## src/rtl/uart_tx_fifo.sv

```systemverilog
// Buffered UART transmitter: small byte FIFO feeding an 8N1 / 8E1 / 8O1 serialiser.
// The FSM pops straight from IDLE or from the last stop-bit cycle, so queued frames run back to back.
module uart_tx_fifo #(
  parameter int CLKS_PER_BIT = 8,
  parameter int ADDR_W       = 2,
  parameter int PARITY_EN    = 0,
  parameter int PARITY_ODD   = 0
) (
  input  logic              sys_clk,
  input  logic              rst,
  input  logic              wr_en,
  input  logic [7:0]        wr_data,
  output logic              full,
  output logic              empty,
  output logic [ADDR_W:0]   count,
  output logic              overflow,
  output logic              txd,
  output logic              busy,
  output logic              tx_done
);

  localparam int DEPTH  = 1 << ADDR_W;
  localparam int BAUD_W = $clog2(CLKS_PER_BIT);
  localparam logic [BAUD_W-1:0] BAUD_LAST = BAUD_W'(CLKS_PER_BIT - 1);
  localparam logic [BAUD_W-1:0] BAUD_DONE = BAUD_W'(CLKS_PER_BIT - 2);
  localparam logic [ADDR_W:0]   CNT_FULL  = (ADDR_W + 1)'(DEPTH);
  localparam logic              PAR_ODD   = (PARITY_ODD != 0);

  typedef enum logic [2:0] {S_IDLE, S_START, S_DATA, S_PARITY, S_STOP} state_t;

  state_t              state;
  logic [7:0]          mem [DEPTH];
  logic [ADDR_W-1:0]   wr_ptr;
  logic [ADDR_W-1:0]   rd_ptr;
  logic [ADDR_W:0]     count_next;
  logic                push;
  logic                pop;
  logic [7:0]          head;
  logic [7:0]          shreg;
  logic                par;
  logic [2:0]          bit_idx;
  logic [BAUD_W-1:0]   baud;

  assign head = mem[rd_ptr];

  // full is the registered value, so a push while full is refused even on a pop edge
  always_comb begin
    push       = wr_en && !full;
    pop        = !empty && ((state == S_IDLE) || (state == S_STOP && baud == BAUD_LAST));
    count_next = count;
    if (push && !pop)
      count_next = count + 1'b1;
    else if (!push && pop)
      count_next = count - 1'b1;
  end

  always_ff @(posedge sys_clk) begin
    if (push)
      mem[wr_ptr] <= wr_data;
  end

  always_ff @(posedge sys_clk) begin
    if (rst) begin
      wr_ptr   <= '0;
      rd_ptr   <= '0;
      count    <= '0;
      empty    <= 1'b1;
      full     <= 1'b0;
      overflow <= 1'b0;
    end else begin
      overflow <= wr_en && full;
      if (push)
        wr_ptr <= wr_ptr + 1'b1;
      if (pop)
        rd_ptr <= rd_ptr + 1'b1;
      count <= count_next;
      full  <= (count_next == CNT_FULL);
      empty <= (count_next == '0);
    end
  end

  always_ff @(posedge sys_clk) begin
    if (rst) begin
      state   <= S_IDLE;
      txd     <= 1'b1;
      busy    <= 1'b0;
      tx_done <= 1'b0;
      shreg   <= '0;
      par     <= 1'b0;
      bit_idx <= '0;
      baud    <= '0;
    end else begin
      tx_done <= 1'b0;
      case (state)
        S_IDLE: begin
          txd  <= 1'b1;
          baud <= '0;
          if (!empty) begin
            shreg <= head;
            par   <= (^head) ^ PAR_ODD;
            txd   <= 1'b0;
            busy  <= 1'b1;
            state <= S_START;
          end
        end
        S_START: begin
          if (baud == BAUD_LAST) begin
            baud    <= '0;
            bit_idx <= '0;
            txd     <= shreg[0];
            state   <= S_DATA;
          end else begin
            baud <= baud + 1'b1;
          end
        end
        S_DATA: begin
          if (baud == BAUD_LAST) begin
            baud  <= '0;
            shreg <= shreg >> 1;
            if (bit_idx == 3'd7) begin
              if (PARITY_EN != 0) begin
                txd   <= par;
                state <= S_PARITY;
              end else begin
                txd   <= 1'b1;
                state <= S_STOP;
              end
            end else begin
              bit_idx <= bit_idx + 1'b1;
              txd     <= shreg[1];
            end
          end else begin
            baud <= baud + 1'b1;
          end
        end
        S_PARITY: begin
          if (baud == BAUD_LAST) begin
            baud  <= '0;
            txd   <= 1'b1;
            state <= S_STOP;
          end else begin
            baud <= baud + 1'b1;
          end
        end
        S_STOP: begin
          // raised one edge early so the registered pulse covers the final stop cycle
          if (baud == BAUD_DONE)
            tx_done <= 1'b1;
          if (baud == BAUD_LAST) begin
            baud <= '0;
            if (!empty) begin
              shreg <= head;
              par   <= (^head) ^ PAR_ODD;
              txd   <= 1'b0;
              state <= S_START;
            end else begin
              txd   <= 1'b1;
              busy  <= 1'b0;
              state <= S_IDLE;
            end
          end else begin
            baud <= baud + 1'b1;
          end
        end
        default: begin
          txd   <= 1'b1;
          busy  <= 1'b0;
          baud  <= '0;
          state <= S_IDLE;
        end
      endcase
    end
  end

endmodule
```

## config.mk

```make
export PLATFORM = sky130hd
export DESIGN_NAME = uart_tx_fifo
export DESIGN_NICKNAME = d
export VERILOG_FILES = /design/src/rtl/uart_tx_fifo.sv
export SDC_FILE = /design/constraint.sdc
export NUM_CORES = 1
export LEC_CHECK = 0
export CORE_MARGIN = 2
export CORE_UTILIZATION = 65
export CTS_BUF_LIST = sky130_fd_sc_hd__clkbuf_4
export DETAILED_ROUTE_END_ITERATION = 10
export GPL_TIMING_DRIVEN = 0
export PLACE_DENSITY = 0.95
export SYNTH_ARGS = -nofsm -noshare
export SYNTH_HDL_FRONTEND = slang
export SYNTH_SLANG_ARGS = --single-unit
export TNS_END_PERCENT = 10
```

## constraint.sdc

```tcl
create_clock -name sys_clk -period 2.7 [get_ports sys_clk]
set_input_delay 0.54 -clock sys_clk [delete_from_list [all_inputs] [get_ports sys_clk]]
set_output_delay 0.54 -clock sys_clk [all_outputs]
set_load 0.1 [all_outputs]
```

# Word level (Yosys, flattened, before mapping)
# Memories as Yosys holds them, arrays and structs flattened. A register that Yosys moved wholly into a read port is not among the register bits.
# Index checks and enable logic that the tools add are counted.
[classes]
n_eq_ne = 16
n_mux = 34
n_reduce_logical = 24
n_addsub = 6
bitwise_logic = 3
[ops]
columns = ["cell", "count"]
rows = [
  ["3-bit 2-to-1 mux", 11],
  ["8-bit 2-to-1 mux", 3],
  ["8-bit one-hot mux with 3 select lines", 1],
  ["3-bit equality test, second input constant", 5],
  ["3-bit one-hot mux with 5 select lines", 1],
  ["2-bit inequality test, second input constant", 7],
  ["1-bit 2-to-1 mux", 13],
  ["4-bit AND reduction", 3],
  ["3-bit by 1-bit adder with 3-bit output, second input constant", 3],
  ["3-bit by 2-bit equality test with 1-bit output, second input constant", 2],
  ["1-bit logical AND", 6],
  ["3-bit logical NOT", 2],
  ["3-bit one-hot mux with 2 select lines", 1],
  ["6-bit AND reduction", 1],
  ["3-bit OR reduction", 2],
  ["1-bit one-hot mux with 5 select lines", 1],
  ["2-bit by 1-bit adder with 2-bit output, second input constant", 2],
  ["1-bit logical NOT", 4],
  ["2-bit 2-to-1 mux", 2],
  ["4-bit OR reduction", 1],
  ["3-bit by 1-bit equality test with 1-bit output, second input constant", 1],
  ["1-bit NOT", 3],
  ["1-bit one-hot mux with 3 select lines", 1],
  ["3-bit AND reduction", 1],
  ["6 further kinds", 6],
]
[word_totals]
out_inout_bits = 9
ramBits = 32
register_bits = 30
n_memories = 1
wordCells = 97
inputBits = 11
[mem_list]
columns = ["name", "depth", "word_bits", "rd", "rd_clocked_by_memory_dff", "wr", "line_no", "rtl"]
rows = [
  ["mem", 4, 8, 1, 1, 1, "32", "logic [7:0] mem [DEPTH];"],
]

# Logic depth before layout (Yosys ltp)
[depth]
depth_word = 8
depth_mapped = 8
ltp_nobuf = 7

# Least setup slack after synthesis
# Ideal clock, no wire load.
[synth_timing]
path_type = "reg-to-reg"
from = "reg full"
to = "reg full"
required_ns = 2.575
slack_ns = 0.459
path_stages_with_launch = 7
t_arrival_ns = 2.116
period_less_slack_ns = 2.241
n_path_buf = 1
setup_ns = 0.125
path_cell_list = "dfxtp_1 -> nor2b_1 -> buf_2 -> nor4_2 -> a2bb2oi_2 -> mux2_4 -> nor2b_1"
[synth_between]
elab_chain_len = 7
word_cells_on_any_way = 8
classes_between = "1 x eq/ne; 2 x mux; 5 x reduce/logical"
[synth_rtl]
columns = ["item", "line_no", "rtl"]
rows = [
  ["start: declaration", "13", "output logic full,"],
  ["start signal: assignment", "77", "full <= (count_next == CNT_FULL);"],
  ["1-bit logical NOT *", "48", "push = wr_en && !full;"],
  ["1-bit logical AND *", "48", ""],
  ["1-bit logical NOT", "53", "else if (!push && pop)"],
  ["1-bit logical AND", "53", ""],
  ["3-bit 2-to-1 mux", "53", ""],
  ["3-bit 2-to-1 mux *", "51", "if (push && !pop)"],
  ["3-bit equality test *", "77", ""],
]
# Mark *: on every way between the ends. The rest lies on a longest branch, timed or not.
# A chain may end at the register's enable or synchronous reset.

# Final worst setup path
[layout_timing]
from = "reg count[0]"
to = "out count[0]"
[layout_lines]
columns = ["item", "line_no", "rtl"]
rows = [
  ["start: declaration", "15", "output logic [ADDR_W:0] count,"],
  ["start signal: assignment", "76", "count <= count_next;"],
]
# No word-level cell between the ends.

==> impl_metrics.yaml <==
run_status:
  status: "completed"
timing:
  fin_ws_ps: 151.5
  max_freq_mhz: 392.4
  slew_headroom_pct: 34.77
  finalHoldViolations: 0
  setup_viol: 0
  layout_min_cycle_time_ps: 2548
  fin_skew_ps: 8.022
  slew_viol_final: 0
  fin_tns_setup_ps: 0
  worstMarginPinSlew_ps: 975.4
  post-route-period-util_pct: 94.39
  hold-worst-slack_ps: 453.0
  rsz0062_at_grt: "no"
final_layout:
  num-nets-final: 269
  register_area_sq_um: 1602
  final_cell_mix: "32 x dfxtp_1, 32 x edfxtp_1, 22 x nor2_1"
  drive_gt1_share_pct: 15.48
  antenna_cells: 0
  area_growth_pct: 16.01
  multi_input_area_sq_um: 1023
  fill_cells: 230
power_and_ir_drop:
  ir_drop_uv: 523.1
  power_leakage_nw: 1.145
  powerDensity_nw_per_um2: 1013
  finalPower_mw: 3.187
floorplan:
  die-width_um: 68.59
  die_h_um: 68.59
  rows: 23
  start_util_pct: 67.78
  dieArea_sq_um: 4704
  core-area_sq_um: 4000
  pin_count: 20
setup_path:
  cp-start-kind: "flip-flop"
  critPathTopFamily: "buffers and inverters"
  crit_path_cell_trace: "clkdlybuf4s50_1"
  path_max_fanout: 6
  r2r_slack_ps: 570
  critPathRequiredTime_ps: 2160
  slowest_delay_ps: 1170
  worstPathArrival_ps: 2010
  path_class: "flip-flop to output port"
  crit_path_end_kind: "output port"
  path_buf_inv: 1
  slowest_stage: "clkdlybuf4s50_1"
synthesis:
  synth_ff_type: "edfxtp_1"
  synth_seq_cells: 64
  synthesis.nets: 239
  ys_seq_area_share_pct: 59.07
  synth.avg_cell_area_sq_um: 12.49
  syn_area_sq_um: 2711
  synth_edf_count: 32
  synth_cell_types: 43
  ys_async_sr_fraction_pct: 0
  syn_inst: 217
  yosys_warnings: 0
min_path:
  hp-class: "flip-flop to flip-flop"
placement:
  place_congestion: 0.8543
  place_ws_ps: 339.5
  dp_hpwl_um: 3199
  io_buffer_count: 19
clock_tree:
  cts.sinks: 64
  clkLatencyLatePin_ps: 390
  cts_hold_buf: 0
  cts_buffer_depth: 2
  numCtsBuffers: 9
  clk_pin_slew_worst_paths_ps: 100
  htreeDepth: 3
  cts-root-buf: "clkbuf_4"
  cts_tree: "done"
route:
  met1_length_um: 2078
  firstDrtPassIters: 4
  dr_wl_met2_um: 2395
  routed_wl_um: 4708
  top_layer: "met4"
  vias: 1730
  drt_iter0_drc: 220
  drc: 0
  wl_met3_um: 176
  wl_per_cell_um: 15.59
  ant_nets: 0
  vias_per_cell: 5.728
grt:
  grt_pass1_vias: 1593
  overflow: 0
  grt_pass1_wl_um: 7472
  grt_usage_pct: 23.19
  antenna_found_initial: 0
  grt_max_degree: 12
run:
  cap_violations: 0
per-stage QoR:
step	area, sq um	utilization (%)	std cells
floorplan	2711	-	217
global placement	2964	74.10	286
detailed placement	2964	74.10	286
CTS	3146	78.64	302
global route	3146	78.64	302
finish	3146	78.64	302
synthesized netlist by cell type, types with 2 or more instances:
cell type	n	share of area, %
clkbuf_1	4	0.55
mux2i_1	2	0.74
nor3_1	3	0.55
o21ai_0	7	1.3
buf_2	6	1.1
mux4_2	8	6.6
dfxtp_1	32	24
nand2b_1	4	0.92
ha_1	11	5.1
nand3_1	2	0.37
nor2b_1	5	1.2
o32a_1	2	0.74
xnor2_1	4	1.3
inv_1	8	1.1
or2_1	2	0.46
nor2_1	22	3.0
nand2_1	19	2.6
edfxtp_1	32	35
o21ai_1	2	0.37
and2_1	4	0.92
a31oi_1	7	1.6
a22oi_1	4	1.1
a21oi_1	7	1.3
sequential cells by signal (all words and copies together) (netlist names), named ones only:
| name | count |
|---|---|
| busy | 1 |
| mem | 32 |
| empty | 1 |
| overflow | 1 |
| tx_done | 1 |
| wr_ptr | 2 |
| shreg | 8 |
| full | 1 |
| state | 3 |
| rd_ptr | 2 |
| bit_idx | 3 |
| count | 3 |
| baud | 3 |
| txd | 1 |
report_power, final:
group          internal [mW]  switching, mW
Combinational          0.408          0.668
Clock                  0.477          0.333
Sequential              1.19          0.114
layer usage:
layer  track usage [%]  vias up
li1                  -      844
met1             28.07      834
met2             38.70       46
met3             4.870        6
met4             12.75        0
met5                 0        -
repair_timing:
| action | in CTS | in global routing |
|---|---|---|
| resized for setup | 1 | 0 |
| endpoints found under the setup margin | 1 | 0 |
| buffers inserted | 0 | 0 |
path summary, 6_finish.rpt:
kind / start / endpoint / depth (start not counted)
max: count[0] / count[0] / 1
min: baud[0] / baud[0] / 1
max reg2reg: baud[0] / full / 7
min reg2reg: baud[0] / baud[0] / 1
logic make-up after synthesis:
group,after synthesis,synth area share [%]
and+or+nand+nor,71,13.57
adders and majority gates,11,5.076
DFF,64,59.07
buffers and inverters,19,3.184
xor gates and xnor gates,5,1.615
AOI/OAI and AO/OA,36,9.552
muxes,11,7.937
layout make-up:
type                            instances  area share [%]
Multi-Input combinational cell        134           32.54
Sequential cell                        64           50.91
Inverter                                8          0.9547
Timing Repair Buffer                   19           6.006
Clock buffer                           10           2.387
Tap cell                               50           1.989
Clock inverter                          6           3.421
Buffer                                 11           1.790
Note: power is estimated with default switching activity, not from simulation.
